**src/rtl/mips_ctrl_pkg.sv**
```systemverilog
// Shared types and encodings for the multicycle MIPS control FSM.
package mips_ctrl_pkg;

  typedef enum logic [3:0] {
    S_FETCH   = 4'd0,
    S_DECODE  = 4'd1,
    S_MEMADR  = 4'd2,
    S_MEMRD   = 4'd3,
    S_MEMWB   = 4'd4,
    S_MEMWR   = 4'd5,
    S_EXEC    = 4'd6,
    S_RWB     = 4'd7,
    S_BRANCH  = 4'd8,
    S_JUMP    = 4'd9,
    S_ADDI_EX = 4'd10,
    S_ADDI_WB = 4'd11,
    S_HALT    = 4'd12
  } state_t;

  localparam logic [5:0] OP_RTYPE = 6'h00;
  localparam logic [5:0] OP_LW    = 6'h23;
  localparam logic [5:0] OP_SW    = 6'h2B;
  localparam logic [5:0] OP_BEQ   = 6'h04;
  localparam logic [5:0] OP_BNE   = 6'h05;
  localparam logic [5:0] OP_J     = 6'h02;
  localparam logic [5:0] OP_ADDI  = 6'h08;

  localparam logic [2:0] ALUOP_ADD   = 3'b000;
  localparam logic [2:0] ALUOP_SUB   = 3'b001;
  localparam logic [2:0] ALUOP_FUNCT = 3'b010;

  localparam logic [1:0] SRCB_REG     = 2'b00;
  localparam logic [1:0] SRCB_FOUR    = 2'b01;
  localparam logic [1:0] SRCB_SEXT    = 2'b10;
  localparam logic [1:0] SRCB_SEXT_SH = 2'b11;

  localparam logic [1:0] PCSRC_ALU    = 2'b00;
  localparam logic [1:0] PCSRC_ALUOUT = 2'b01;
  localparam logic [1:0] PCSRC_JUMP   = 2'b10;

  // States that talk to the memory port and therefore may stall on mem_ready.
  function automatic logic is_mem_state(input state_t s);
    return (s == S_FETCH) || (s == S_MEMRD) || (s == S_MEMWR);
  endfunction

endpackage

```
**src/rtl/mips_mem_wait_timer.sv**
```systemverilog
// Saturating wait counter for memory stalls; flags a timeout on the wait
// cycle that would bring the number of consecutive stalls to MAX_WAIT.
module mips_mem_wait_timer #(
  parameter int MAX_WAIT = 15,
  parameter int WAIT_W   = 8
) (
  input  logic clk,
  input  logic rst_n,
  input  logic i_clr,
  input  logic i_inc,
  output logic o_timeout
);

  localparam logic [WAIT_W-1:0] LIMIT   = WAIT_W'(MAX_WAIT - 1);
  localparam logic [WAIT_W-1:0] CNT_MAX = '1;

  logic [WAIT_W-1:0] r_cnt;

  // Count stalled cycles; restart on every state change, never wrap.
  always_ff @(posedge clk or negedge rst_n) begin
    if (!rst_n) begin
      r_cnt <= '0;
    end else if (i_clr) begin
      r_cnt <= '0;
    end else if (i_inc && (r_cnt != CNT_MAX)) begin
      r_cnt <= r_cnt + 1'b1;
    end
  end

  // The current stalled cycle is the MAX_WAIT-th one when LIMIT are already counted.
  assign o_timeout = i_inc && (r_cnt >= LIMIT);

endmodule

```
**src/rtl/mips_multicycle_ctrl.sv**
```systemverilog
// Multicycle MIPS control FSM: sequences PC, regfile, ALU and the unified
// memory port one step per cycle, stalling on mem_ready.
module mips_multicycle_ctrl
  import mips_ctrl_pkg::*;
#(
  parameter int MAX_WAIT = 15,
  parameter int WAIT_W   = 8
) (
  input  logic       clock,
  input  logic       Reset,
  input  logic [5:0] opcode,
  input  logic       mem_ready,
  output logic       pc_write,
  output logic       pc_write_cond,
  output logic       pc_write_cond_ne,
  output logic       iord,
  output logic       memread,
  output logic       memwrite,
  output logic       irwrite,
  output logic       memtoreg,
  output logic       regdst,
  output logic       regwrite,
  output logic       alusrca,
  output logic [1:0] alusrcb,
  output logic [2:0] aluop,
  output logic [1:0] pcsource,
  output logic [3:0] state,
  output logic       instr_done,
  output logic       illegal_op,
  output logic       bus_error
);

  state_t r_state;
  state_t w_next;
  logic   w_timeout;
  logic   w_inc;
  logic   w_clr;
  logic   w_set_illegal;
  logic   r_illegal;
  logic   r_bus_error;

  assign w_inc = is_mem_state(r_state) && !mem_ready;
  assign w_clr = (w_next != r_state);

  mips_mem_wait_timer #(
    .MAX_WAIT (MAX_WAIT),
    .WAIT_W   (WAIT_W)
  ) u_wait_timer (
    .clk       (clock),
    .rst_n     (Reset),
    .i_clr     (w_clr),
    .i_inc     (w_inc),
    .o_timeout (w_timeout)
  );

  // State register.
  always_ff @(posedge clock or negedge Reset) begin
    if (!Reset) begin
      r_state <= S_FETCH;
    end else begin
      r_state <= w_next;
    end
  end

  // Sticky error flags, cleared only by reset.
  always_ff @(posedge clock or negedge Reset) begin
    if (!Reset) begin
      r_illegal   <= 1'b0;
      r_bus_error <= 1'b0;
    end else begin
      if (w_set_illegal) r_illegal   <= 1'b1;
      if (w_timeout)     r_bus_error <= 1'b1;
    end
  end

  // Next-state and control decode; FETCH/MEMWR handshakes are Mealy on mem_ready.
  always_comb begin
    w_next           = r_state;
    w_set_illegal    = 1'b0;
    pc_write         = 1'b0;
    pc_write_cond    = 1'b0;
    pc_write_cond_ne = 1'b0;
    iord             = 1'b0;
    memread          = 1'b0;
    memwrite         = 1'b0;
    irwrite          = 1'b0;
    memtoreg         = 1'b0;
    regdst           = 1'b0;
    regwrite         = 1'b0;
    alusrca          = 1'b0;
    alusrcb          = SRCB_REG;
    aluop            = ALUOP_ADD;
    pcsource         = PCSRC_ALU;
    instr_done       = 1'b0;

    case (r_state)
      S_FETCH: begin
        memread = 1'b1;
        alusrcb = SRCB_FOUR;
        if (w_timeout) begin
          w_next = S_HALT;
        end else if (mem_ready) begin
          irwrite  = 1'b1;
          pc_write = 1'b1;
          w_next   = S_DECODE;
        end
      end
      S_DECODE: begin
        alusrcb = SRCB_SEXT_SH;
        case (opcode)
          OP_RTYPE:      w_next = S_EXEC;
          OP_LW, OP_SW:  w_next = S_MEMADR;
          OP_BEQ, OP_BNE: w_next = S_BRANCH;
          OP_J:          w_next = S_JUMP;
          OP_ADDI:       w_next = S_ADDI_EX;
          default: begin
            w_next        = S_HALT;
            w_set_illegal = 1'b1;
          end
        endcase
      end
      S_MEMADR: begin
        alusrca = 1'b1;
        alusrcb = SRCB_SEXT;
        w_next  = (opcode == OP_LW) ? S_MEMRD : S_MEMWR;
      end
      S_MEMRD: begin
        memread = 1'b1;
        iord    = 1'b1;
        if (w_timeout) begin
          w_next = S_HALT;
        end else if (mem_ready) begin
          w_next = S_MEMWB;
        end
      end
      S_MEMWB: begin
        regwrite   = 1'b1;
        memtoreg   = 1'b1;
        instr_done = 1'b1;
        w_next     = S_FETCH;
      end
      S_MEMWR: begin
        memwrite = 1'b1;
        iord     = 1'b1;
        if (w_timeout) begin
          w_next = S_HALT;
        end else if (mem_ready) begin
          instr_done = 1'b1;
          w_next     = S_FETCH;
        end
      end
      S_EXEC: begin
        alusrca = 1'b1;
        alusrcb = SRCB_REG;
        aluop   = ALUOP_FUNCT;
        w_next  = S_RWB;
      end
      S_RWB: begin
        regwrite   = 1'b1;
        regdst     = 1'b1;
        instr_done = 1'b1;
        w_next     = S_FETCH;
      end
      S_BRANCH: begin
        alusrca          = 1'b1;
        alusrcb          = SRCB_REG;
        aluop            = ALUOP_SUB;
        pcsource         = PCSRC_ALUOUT;
        pc_write_cond    = (opcode == OP_BEQ);
        pc_write_cond_ne = (opcode == OP_BNE);
        instr_done       = 1'b1;
        w_next           = S_FETCH;
      end
      S_JUMP: begin
        pc_write   = 1'b1;
        pcsource   = PCSRC_JUMP;
        instr_done = 1'b1;
        w_next     = S_FETCH;
      end
      S_ADDI_EX: begin
        alusrca = 1'b1;
        alusrcb = SRCB_SEXT;
        w_next  = S_ADDI_WB;
      end
      S_ADDI_WB: begin
        regwrite   = 1'b1;
        instr_done = 1'b1;
        w_next     = S_FETCH;
      end
      S_HALT: begin
        w_next = S_HALT;
      end
      default: begin
        w_next = S_HALT;
      end
    endcase
  end

  assign state      = r_state;
  assign illegal_op = r_illegal;
  assign bus_error  = r_bus_error;

endmodule

```
**config.mk**
```make
export PLATFORM = sky130hd
export DESIGN_NAME = mips_multicycle_ctrl
export DESIGN_NICKNAME = d
export VERILOG_FILES = /design/src/rtl/mips_ctrl_pkg.sv /design/src/rtl/mips_mem_wait_timer.sv /design/src/rtl/mips_multicycle_ctrl.sv
export SDC_FILE = /design/constraint.sdc
export NUM_CORES = 1
export LEC_CHECK = 0
export ABC_AREA = 1
export CAP_MARGIN = 20
export CORE_ASPECT_RATIO = 1.75
export CORE_MARGIN = 2
export CORE_UTILIZATION = 43
export CTS_CLUSTER_SIZE = 20
export DETAILED_ROUTE_END_ITERATION = 7
export PLACE_DENSITY = 0.74
export SLEW_MARGIN = 20
export SYNTH_ARGS = -nofsm -noshare
export SYNTH_HDL_FRONTEND = slang
export SYNTH_SLANG_ARGS = --single-unit
```
**constraint.sdc**
```tcl
create_clock -name clock -period 1.5 [get_ports clock]
set_input_delay 0.375 -clock clock [delete_from_list [all_inputs] [get_ports clock]]
set_output_delay 0.375 -clock clock [all_outputs]
set_load 0.02 [all_outputs]
```
==> results of run 1 <==
## per-stage QoR
step | std cells | hold WS, ps | util [%] | setup TNS [ps]
floorplan | 203 | 79.4 | - | -1190
detailed placement | 318 | 449 | 80.4 | -15800
global placement | 318 | 440 | 80.4 | -14700
CTS | 332 | 439 | 91.3 | -6960
## logic make-up after synthesis
logic type / count (synthesis)
other cells: 1
flops: 14
simple gates: 131
buf+inv: 37
compound gates: 14
xor+xnor: 4
fa+ha+maj: 2
## what timing repair did
item                       in CTS
setup endpoints to repair      37
buffers inserted               11
cloned                          0
pin swaps                      29
resized for setup             178
==> flow_summary.toml, run 1 <==
[outcome]
first-error = "[ERROR DPL-0038] Utilization greater than 100%, impossible to legalize"
stop_stage = "global routing"
status = "did not finish"

[clock_tree]
ctsLongestPathBuffers = 2
cts_buffers = 3
holdBufCountCts = 0
clkSinkCount = 14
cts-htree-levels = 1
cts_root_buf = "clkbuf_8"

[yosys]
synth_nets = 214
yosysMostFrequentCell = "nand2_1"
synth_top_area_cell = "dfrtp_1"
yosys_warnings = 0
synth_top_family_by_area = "simple AND/OR/NAND/NOR gates"
synth.avg_cell_area_um2 = 6.12
synthXorXnorAreaFrac_pct = 2.82
synth.mux.area_fraction_pct = 0
synth_area_leaders = "dfrtp_1 28%, nand2_1 16%, nor2_1 11%"
synthDistinctLibCells = 29
async_flop_share_pct = 100
syn-instance-count = 203
synth_top_area_share_pct = 28.2
synth_adder_area_share_pct = 2.01
synth_common_cells = "52 x nand2_1, 36 x nor2_1, 33 x inv_1"
mappedNetlistArea_um2 = 1240
seq_area_frac_synth_pct = 28.2
synthFlopType = "dfrtp_1"
synth_compound_area_share_pct = 6.65
synth-simple-area-share_pct = 48.4
synth_edf_count = 0
ys_ff_latch = 14

[place]
hpwl_mm = 3.50
place_congestion = 0.849
dp_slack_ps = -816
dpl_cell_area_um2 = 2190
numPortBuffers = 32

[grt]
grt_max_degree = 15

[die]
io_pins = 34
die_x_um = 44.6
die_h_um = 75.1
rows = 25
start_util_pct = 45.7

[timing]
worst_endpoint = "u_wait_timer.r_cnt[3]$_DFFE_PN0P_/D"
worstEpCategory = "register input"
==> inputs of run 2 (changes only) <==
--- a/config.mk
+++ b/config.mk
@@ -7,12 +7,10 @@
 export LEC_CHECK = 0
 export ABC_AREA = 1
 export CAP_MARGIN = 20
-export CORE_ASPECT_RATIO = 1.75
-export CORE_MARGIN = 2
-export CORE_UTILIZATION = 43
-export CTS_CLUSTER_SIZE = 20
+export CORE_AREA = 2 2 63 65
 export DETAILED_ROUTE_END_ITERATION = 7
-export PLACE_DENSITY = 0.74
+export DIE_AREA = 0 0 65 67
+export PLACE_DENSITY_LB_ADDON = 0.15
 export SLEW_MARGIN = 20
 export SYNTH_ARGS = -nofsm -noshare
 export SYNTH_HDL_FRONTEND = slang
==> constraint.sdc (replaced) <==
create_clock -name clock -period 1.95 [get_ports clock]
set_input_delay 0.4875 -clock clock [delete_from_list [all_inputs] [get_ports clock]]
set_output_delay 0.4875 -clock clock [all_outputs]
set_load 0.02 [all_outputs]
==> run 2 against run 1 <==
Against the previous run:
- the flow now finishes without violations
- synthesized cell count is the same
- synthesized area stayed put
==> flow_summary.toml, run 2 <==
[yosys]
synth_common_cells = "52 x nand2_1, 36 x nor2_1, 33 x inv_1"
yosys_warnings = 0
synth.avg_cell_area_um2 = 6.12
seq_area_frac_synth_pct = 28.2
async_flop_share_pct = 100
synth_nets = 214
ys_ff_latch = 14
synth_area_leaders = "dfrtp_1 28%, nand2_1 16%, nor2_1 11%"
synth_edf_count = 0
synthFlopType = "dfrtp_1"
synth_top_area_cell = "dfrtp_1"
syn-instance-count = 203
synth_top_area_share_pct = 28.2
synthDistinctLibCells = 29
yosysMostFrequentCell = "nand2_1"
mappedNetlistArea_um2 = 1240

[detailed_routing]
dr.pass1.iters = 4
drt_wl_total_mm = 3.92
avgRoutedWirePerCell_um = 11.2
ant_nets = 0
drtIter0Drc = 36
vias = 1601
drc = 0
via_per_inst = 4.59

[layout]
largest-register = "u_wait_timer.r_cnt"
drive_above_1_share_pct = 52.5
final_cell_area_um2 = 2400
fin_util_pct = 66.7
largest_reg_flops = 8
mostFrequentLayoutCells = "60 x buf_4, 36 x nand2_1, 29 x inv_1"
syn2layout_area_growth_pct = 93.6
final_common_cell = "buf_4"
nets = 313
num_antenna_cells = 0

[timing]
finalSetupViolCount = 0
fin_hold_ws_ps = 479
fmax_mhz = 523
fin_crit_ps = 1910
post-route-period-util_pct = 98.0
clock_skew_ps = 0.431
final_hold_viol_count = 0
rsz0062_at_grt = "yes"
drv_slew = 0

[die]
io_pins = 34
rows = 22
coreArea_um2 = 3610
start_util_pct = 34.5
die_x_um = 65
design.die.area_um2 = 4360
die_h_um = 67

[clock_tree]
cts_root_buf = "clkbuf_8"
worstSkewPairLatency_ps = 240
clkSinkCount = 14
cts_tree = "yes"
cts.clk_slew.worst_paths_ps = 60
cts-htree-levels = 1
cts_buffers = 3
holdBufCountCts = 0
ctsLongestPathBuffers = 2

[place]
place_congestion = 0.818
numPortBuffers = 32
dpl_cell_area_um2 = 2010
hpwl_mm = 2.84

[outcome]
status = "complete, no violations"

[setup_path]
crit_path_start_kind = "flip-flop"
r2r_slack_ps = 40
crit_type = "reg -> reg"
cp_max_fo = 8
crit_arrival_ps = 2080
setup.worst_path.end_class = "flip-flop"
cp.required_ps = 2120

[power]
p_leak_uw = 0.00128
peakVddDrop_uv = 188
p_total_uw = 658
power-per-cell-area_nw_per_um2 = 274

[grt]
grt_pass1_vias = 1471
grt_max_degree = 15
antenna_found_initial = 0
grt_pass1_wl_mm = 6.33
overflow = 0
track_usage_pct = 18.7

[run]
drv_cap = 0

[worst_hold_path]
holdCritPathClass = "reg -> reg"
-- run 2: cell counts after synthesis --
Identical to the previous run, type by type.
-- run 2: final timing paths --
path / start / cells past startpoint / to
min in group asynchronous: Reset / 2 / state[1]
max in group asynchronous: Reset / 2 / state[3]
min reg2reg: bus_error / 2 / bus_error
min: bus_error / 2 / bus_error
max reg2reg: state[1] / 13 / u_wait_timer.r_cnt[6]
max: state[1] / 13 / u_wait_timer.r_cnt[6]
-- run 2: power breakdown --
group	switching [uW]	internal [uW]	total [uW]	leakage (uW)
clock network	105	179	284	0.0000288
logic	43.2	40.8	83.9	0.00107
registers	0	291	291	0.000176
-- run 2: what timing repair did --
action / CTS / global route
endpoints found under the setup margin: 29 / 28
hold endpoints to repair: 0 / 0
gates resized for setup: 98 / 70
pin swaps: 11 / 9
buffers inserted: 6 / 5
-- run 2: metrics by stage --
step | setup slack (ps) | instances | setup TNS, ps
2_1_floorplan | 21.9 | 203 | 0
3_3_place_gp | -514 | 334 | -6470
3_5_place_dp | -547 | 334 | -6900
4_1_cts | -7.17 | 344 | -12.4
5_1_grt | -73.3 | 349 | -423
6_report | 39.1 | 349 | 0
-- run 2: cell families after synthesis --
| kind of cell | Yosys count | synth area share [%] |
|---|---|---|
| AOI/OAI and AO/OA | 14 | 6.65 |
| xor gates and xnor gates | 4 | 2.82 |
| adders and majority gates | 2 | 2.01 |
| buffers and inverters | 37 | 11.6 |
| DFF | 14 | 28.2 |
| other | 1 | 0.302 |
| and+or+nand+nor | 131 | 48.4 |
-- run 2: layer usage --
metal  up-vias  share of wire (%)  GRT usage (%)
met5         -                  0              0
met4         0               0.20           2.39
met3         2                3.1           3.72
met2        24                 53           33.9
met1       743                 43           23.5
li1        832                  -              -
-- run 2: critical path: stages, from the launching register on --
cell and delay, ps:
dfrtp_2 470, nand2_2 120, buf_6 110, inv_4 30
nand2_4 50, buf_6 100, nand3_4 90, nand3_4 110
nand2_2 60, nand2_2 60, nand2_1 60, nor2_2 170
nand3_4 200, nor3_4 200
-- run 2: final cells by class --
class,count,area (um2)
flip-flops and latches,14,355
well taps,48,60.1
multi-input cells,152,1030
inverters,35,136
repair buffers,96,766
clock buffers,4,55.1
fillers,317,1200
No activity file was read; power rests on OpenSTA's default activity.
==> inputs of run 3 (changes only) <==
--- a/config.mk
+++ b/config.mk
@@ -7,9 +7,9 @@
 export LEC_CHECK = 0
 export ABC_AREA = 1
 export CAP_MARGIN = 20
-export CORE_AREA = 2 2 63 65
+export CORE_AREA = 4 4 65 67
 export DETAILED_ROUTE_END_ITERATION = 7
-export DIE_AREA = 0 0 65 67
+export DIE_AREA = 0 0 69 71
 export PLACE_DENSITY_LB_ADDON = 0.15
 export SLEW_MARGIN = 20
 export SYNTH_ARGS = -nofsm -noshare
==> run 3 against run 2 <==
Against the previous run:
- clock power is essentially flat
- critical path type is now reg -> out
- first-iteration DRC count grew 120%
- clock-buffer cell count did not move
- largest power group unchanged
- via count increased by 0.44%
- power is 0.24% lower
- wire length increased by 5.3%
- critical path depth down 7
- critical endpoint is now alusrca
- largest cell class unchanged
- utilization fell by 0.57 points
==> flow_summary.toml, run 3 (synthesis gave the netlist of run 2 again) <==
[grt]
grt_pass1_vias = 1483
overflow = 0
antenna_found_initial = 0
grt_pass1_wl_mm = 6.43
grt_max_degree = 15
track_usage_pct = 15.9

[setup_path]
cp.required_ps = 1460
cp_slowest_cell = "dfrtp_2"
crit-reg2reg-capture = "u_wait_timer.r_cnt[2]"
crit_type = "reg -> out"
crit_path_start_kind = "flip-flop"
critical_path_buf_inv_count = 2
r2r_slack_ps = 20
reg2regPathDepth = 13
critPathTopFamily = "flip-flops"
setup.worst_path.end_class = "output port"
path_cells = "buf_4 > nand2_2 > nor2_2 > nor2_2 > nand2_1 > buf_4"
crit_arrival_ps = 1450
r2r-start = "state[1]"
cp_max_fo = 6
critPathMaxStageDelay_ps = 460

[timing]
clock_skew_ps = 4.41
finalSetupViolCount = 0
rsz0062_at_grt = "yes"
post-route-period-util_pct = 99.2
fin_hold_ws_ps = 471
setup_ws_ps = 15.3
final_hold_viol_count = 0
drv_slew = 0
fmax_mhz = 517
fin_crit_ps = 1930

[detailed_routing]
avgRoutedWirePerCell_um = 11.8
drtIter0Drc = 79
vias = 1608
ant_nets = 0
drt_wl_total_mm = 4.13
via_per_inst = 4.61
drc = 0
dr.pass1.iters = 4

[layout]
largest_reg_flops = 8
drive_above_1_share_pct = 54.5
nets = 313
largest-register = "u_wait_timer.r_cnt"
num_antenna_cells = 0
fill_cells = 339
mostFrequentLayoutCells = "63 x buf_4, 37 x nand2_1, 28 x inv_1"
final_common_cell = "buf_4"
syn2layout_area_growth_pct = 93.4

[worst_hold_path]
holdCritPathClass = "reg -> reg"
hp-start = "bus_error"
holdPathEnd = "bus_error"
min_path_cells = 2

[die]
start_util_pct = 34.2
design.die.area_um2 = 4900
coreArea_um2 = 3630
rows = 22
die_x_um = 69
io_pins = 34
die_h_um = 71

[run]
drv_cap = 0

[clock_tree]
cts-htree-levels = 1
worstSkewPairLatency_ps = 250
clkSinkCount = 14
ctsLongestPathBuffers = 2
holdBufCountCts = 0
cts_buffers = 3
cts_tree = "yes"
cts.clk_slew.worst_paths_ps = 60
cts_root_buf = "clkbuf_8"

[power]
power-per-cell-area_nw_per_um2 = 273
p_total_uw = 656
p_leak_uw = 0.00122
peakVddDrop_uv = 151

[outcome]
status = "complete, no violations"

[place]
dp_slack_ps = -534
hpwl_mm = 2.92
place_congestion = 0.813
numPortBuffers = 32
run 3: worst max path at each step:
stage / end / depth (start not counted) / from
2_1_floorplan: pc_write_cond_ne / 5 / state[2]
3_3_place_gp: pc_write_cond / 6 / opcode[2]
3_5_place_dp: pc_write_cond / 6 / opcode[2]
4_1_cts: memtoreg / 5 / state[2]
6_report: alusrca / 6 / state[1]
5_1_grt: u_wait_timer.r_cnt[7] / 14 / state[2]
run 3: timing repair:
item                       4_1_cts  5_1_grt
pin swaps                       10       23
setup endpoints to repair       29       27
resized for setup              105       67
buffers inserted                 5        6
gates cloned                     0        0
run 3: stage by stage:
step                util, %  setup TNS (ps)  instance area (um2)  cells
detailed placement     55.3           -6940                 2010    334
global placement       55.3           -6560                 2010    334
finish                 66.1               0                 2400    349
CTS                    60.4               0                 2190    343
global route           66.1            -835                 2400    349
floorplan                 -               0                 1240    203
run 3: per-layer routing:
layer,up-vias,track usage [%],routed length (um)
met5,-,0,0
met1,738,19.5,1680
met4,0,3.90,36
li1,833,-,-
met3,4,3.69,153
met2,33,28.1,2260
run 3: report_power, final:
group / switching (uW) / leakage [uW] / internal [uW]
clock network: 103 / 0.0000288 / 179
registers: 0 / 0.000176 / 291
logic: 42.2 / 0.00102 / 41.4
total: 145 / 0.00122 / 511
run 3: area by class of cell:
cell class	count	area, um2	share of cell area, %
repair buffers	96	747	31.1
flip-flops and latches	14	355	14.8
multi-input cells	152	1050	43.9
inverters	35	131	5.47
clock buffers	4	55.1	2.29
well taps	48	60.1	2.50
run 3: worst min-delay path, stage by stage (launching register included):
cell and delay, ps:
dfrtp_1 340, inv_1 40, nand2_1 60
==> inputs of run 4 (changes only) <==
--- a/config.mk
+++ b/config.mk
@@ -6,6 +6,7 @@
 export NUM_CORES = 1
 export LEC_CHECK = 0
 export ABC_AREA = 1
+export ABC_CLOCK_PERIOD_IN_PS = 2300
 export CAP_MARGIN = 20
 export CORE_AREA = 4 4 65 67
 export DETAILED_ROUTE_END_ITERATION = 7
==> constraint.sdc (replaced) <==
create_clock -name clock -period 2.3 [get_ports clock]
set_input_delay 0.575 -clock clock [delete_from_list [all_inputs] [get_ports clock]]
set_output_delay 0.575 -clock clock [all_outputs]
set_load 0.02 [all_outputs]
==> run 4 against run 3 <==
Against the previous run:
- sequential cell count unchanged
- worst hold slack worse by 14 ps
- sequential power down 15%
- non-clock buffer count down 40
- cell count down 11%
- first-iteration DRC count down 44%
- wire length down 19%
- utilization down 15 points
- largest cell class unchanged
==> flow_summary.toml, run 4 (synthesis gave the netlist of run 2 again) <==
[outcome]
status = "complete, no violations"

[die]
start_util_pct = 34.2
rows = 22
coreArea_um2 = 3630
design.die.area_um2 = 4900
die_h_um = 71
die_x_um = 69
io_pins = 34

[clock_tree]
cts_tree = "yes"
cts_buffers = 3
cts-htree-levels = 1
ctsLongestPathBuffers = 2
clkSinkCount = 14
cts_root_buf = "clkbuf_8"
cts.clk_slew.worst_paths_ps = 50
holdBufCountCts = 0
worstSkewPairLatency_ps = 240

[grt]
grt_pass1_wl_mm = 5.78
grt_util_met2_pct = 23.5
grt_max_degree = 15
grt_pass1_vias = 1294
track_usage_pct = 14.0
antenna_found_initial = 0
met1_usage_pct = 18.7
overflow = 0
busiest_layer = "met2"
met3_usage_pct = 3.41

[power]
power-per-cell-area_nw_per_um2 = 289
peakVddDrop_uv = 155
p_leak_uw = 0.00103

[setup_path]
crit_type = "in -> out"
crit_start = "mem_ready"
cp_max_fo = 3
path_cells = "clkdlybuf4s50_1 > inv_1 > o21ai_0 > dlygate4sd2_1"
r2r-start = "state[3]"
setup.worst_path.end_class = "output port"
crit_path_start_kind = "input pin"
reg2regPathDepth = 9
cp_slowest_cell = "clkdlybuf4s50_1"
cp.required_ps = 1730
critPathMaxStageDelay_ps = 490
crit_arrival_ps = 1640

[layout]
drive_above_1_share_pct = 21.1
syn2layout_area_growth_pct = 48.7
final_common_cell = "nand2_1"
final_cell_area_um2 = 1850
nets = 273
num_antenna_cells = 0
fill_cells = 402
largest_reg_flops = 8
mostFrequentLayoutCells = "52 x nand2_1, 33 x inv_1, 33 x nor2_1"
fin_util_pct = 50.9
largest-register = "u_wait_timer.r_cnt"

[place]
hpwl_mm = 2.73
dpl_cell_area_um2 = 1790
dp_slack_ps = -370
place_congestion = 0.813
numPortBuffers = 32

[detailed_routing]
vias = 1410
ant_nets = 0
drt_wl_total_mm = 3.34
dr.pass1.iters = 4
drc = 0
drtIter0Drc = 44
avgRoutedWirePerCell_um = 10.8
via_per_inst = 4.56

[worst_hold_path]
holdCritPathClass = "reg -> reg"
hp-start = "bus_error"
min_path_cells = 2

[timing]
finalSetupViolCount = 0
setup_ws_ps = 85.4
clock_skew_ps = 3.02
fin_hold_ws_ps = 457
final_hold_viol_count = 0
fmax_mhz = 452
post-route-period-util_pct = 96.3
drv_slew = 0
rsz0062_at_grt = "no"
fin_crit_ps = 2210
max_slew_margin_pct = 59.6
tightest_slew_ps = 605

[run]
drv_cap = 0
==> run 4: changes by cell type in the layout (fill, tap and decap cells not counted), moves of 9 or more <==
| cell | previous run | this run |
|---|---|---|
| dlygate4sd2_1 | 6 | 15 |
| buf_4 | 63 | 25 |
| nand2_1 | 37 | 52 |
| nor2_1 | 15 | 33 |
| nor2_4 | 10 | 0 |
| nand2_2 | 15 | 2 |
==> run 4: path summary, 6_finish.rpt <==
check / end / slack [ps]
max: instr_done / 90
max reg2reg: u_wait_timer.r_cnt[6] / 430
min reg2reg: bus_error / 460
max in group asynchronous: state[1] / 1160
min: bus_error / 460
min in group asynchronous: state[3] / 710
==> run 4: final cells by class <==
| cell class | instances | area [um2] | share of cell area, % |
|---|---|---|---|
| multi-input combinational | 152 | 778 | 42.1 |
| timing repair buffer | 56 | 469 | 25.4 |
| sequential | 14 | 354 | 19.2 |
| inverter | 35 | 131 | 7.11 |
| tap | 48 | 60.1 | 3.25 |
| clock buffer | 4 | 55.1 | 2.98 |
==> run 4: critical path: cells and delay by family <==
kind | cells | cell delay (ps)
AO/OA/AOI/OAI | 1 | 150
buffers and inverters | 3 | 900
==> run 4: where the power goes <==
| part | internal (uW) | switching (uW) |
|---|---|---|
| Clock | 152 | 83.5 |
| Combinational | 27.0 | 25.1 |
| Sequential | 246 | 0 |
| Total | 425 | 109 |
==> run 4: layer usage <==
metal | vias to the layer above | share of wire (%)
li1 | 751 | -
met1 | 636 | 48
met2 | 21 | 48
met3 | 2 | 3.8
met4 | 0 | 0.12
met5 | - | 0
==> run 4: what timing repair did <==
action / 4_1_cts / 5_1_grt
buffers inserted: 0 / 0
setup endpoints to repair: 18 / 13
resized for setup: 23 / 14
==> run 4: metrics by stage <==
| step | power, uW | setup TNS, ps | cells |
|---|---|---|---|
| after floorplan | 267 | 0 | 203 |
| after global routing | 566 | 0 | 309 |
| after global placement | 302 | -2220 | 305 |
| after detailed placement | 302 | -2350 | 305 |
| after CTS | 542 | 0 | 309 |
| final | 534 | 0 | 309 |
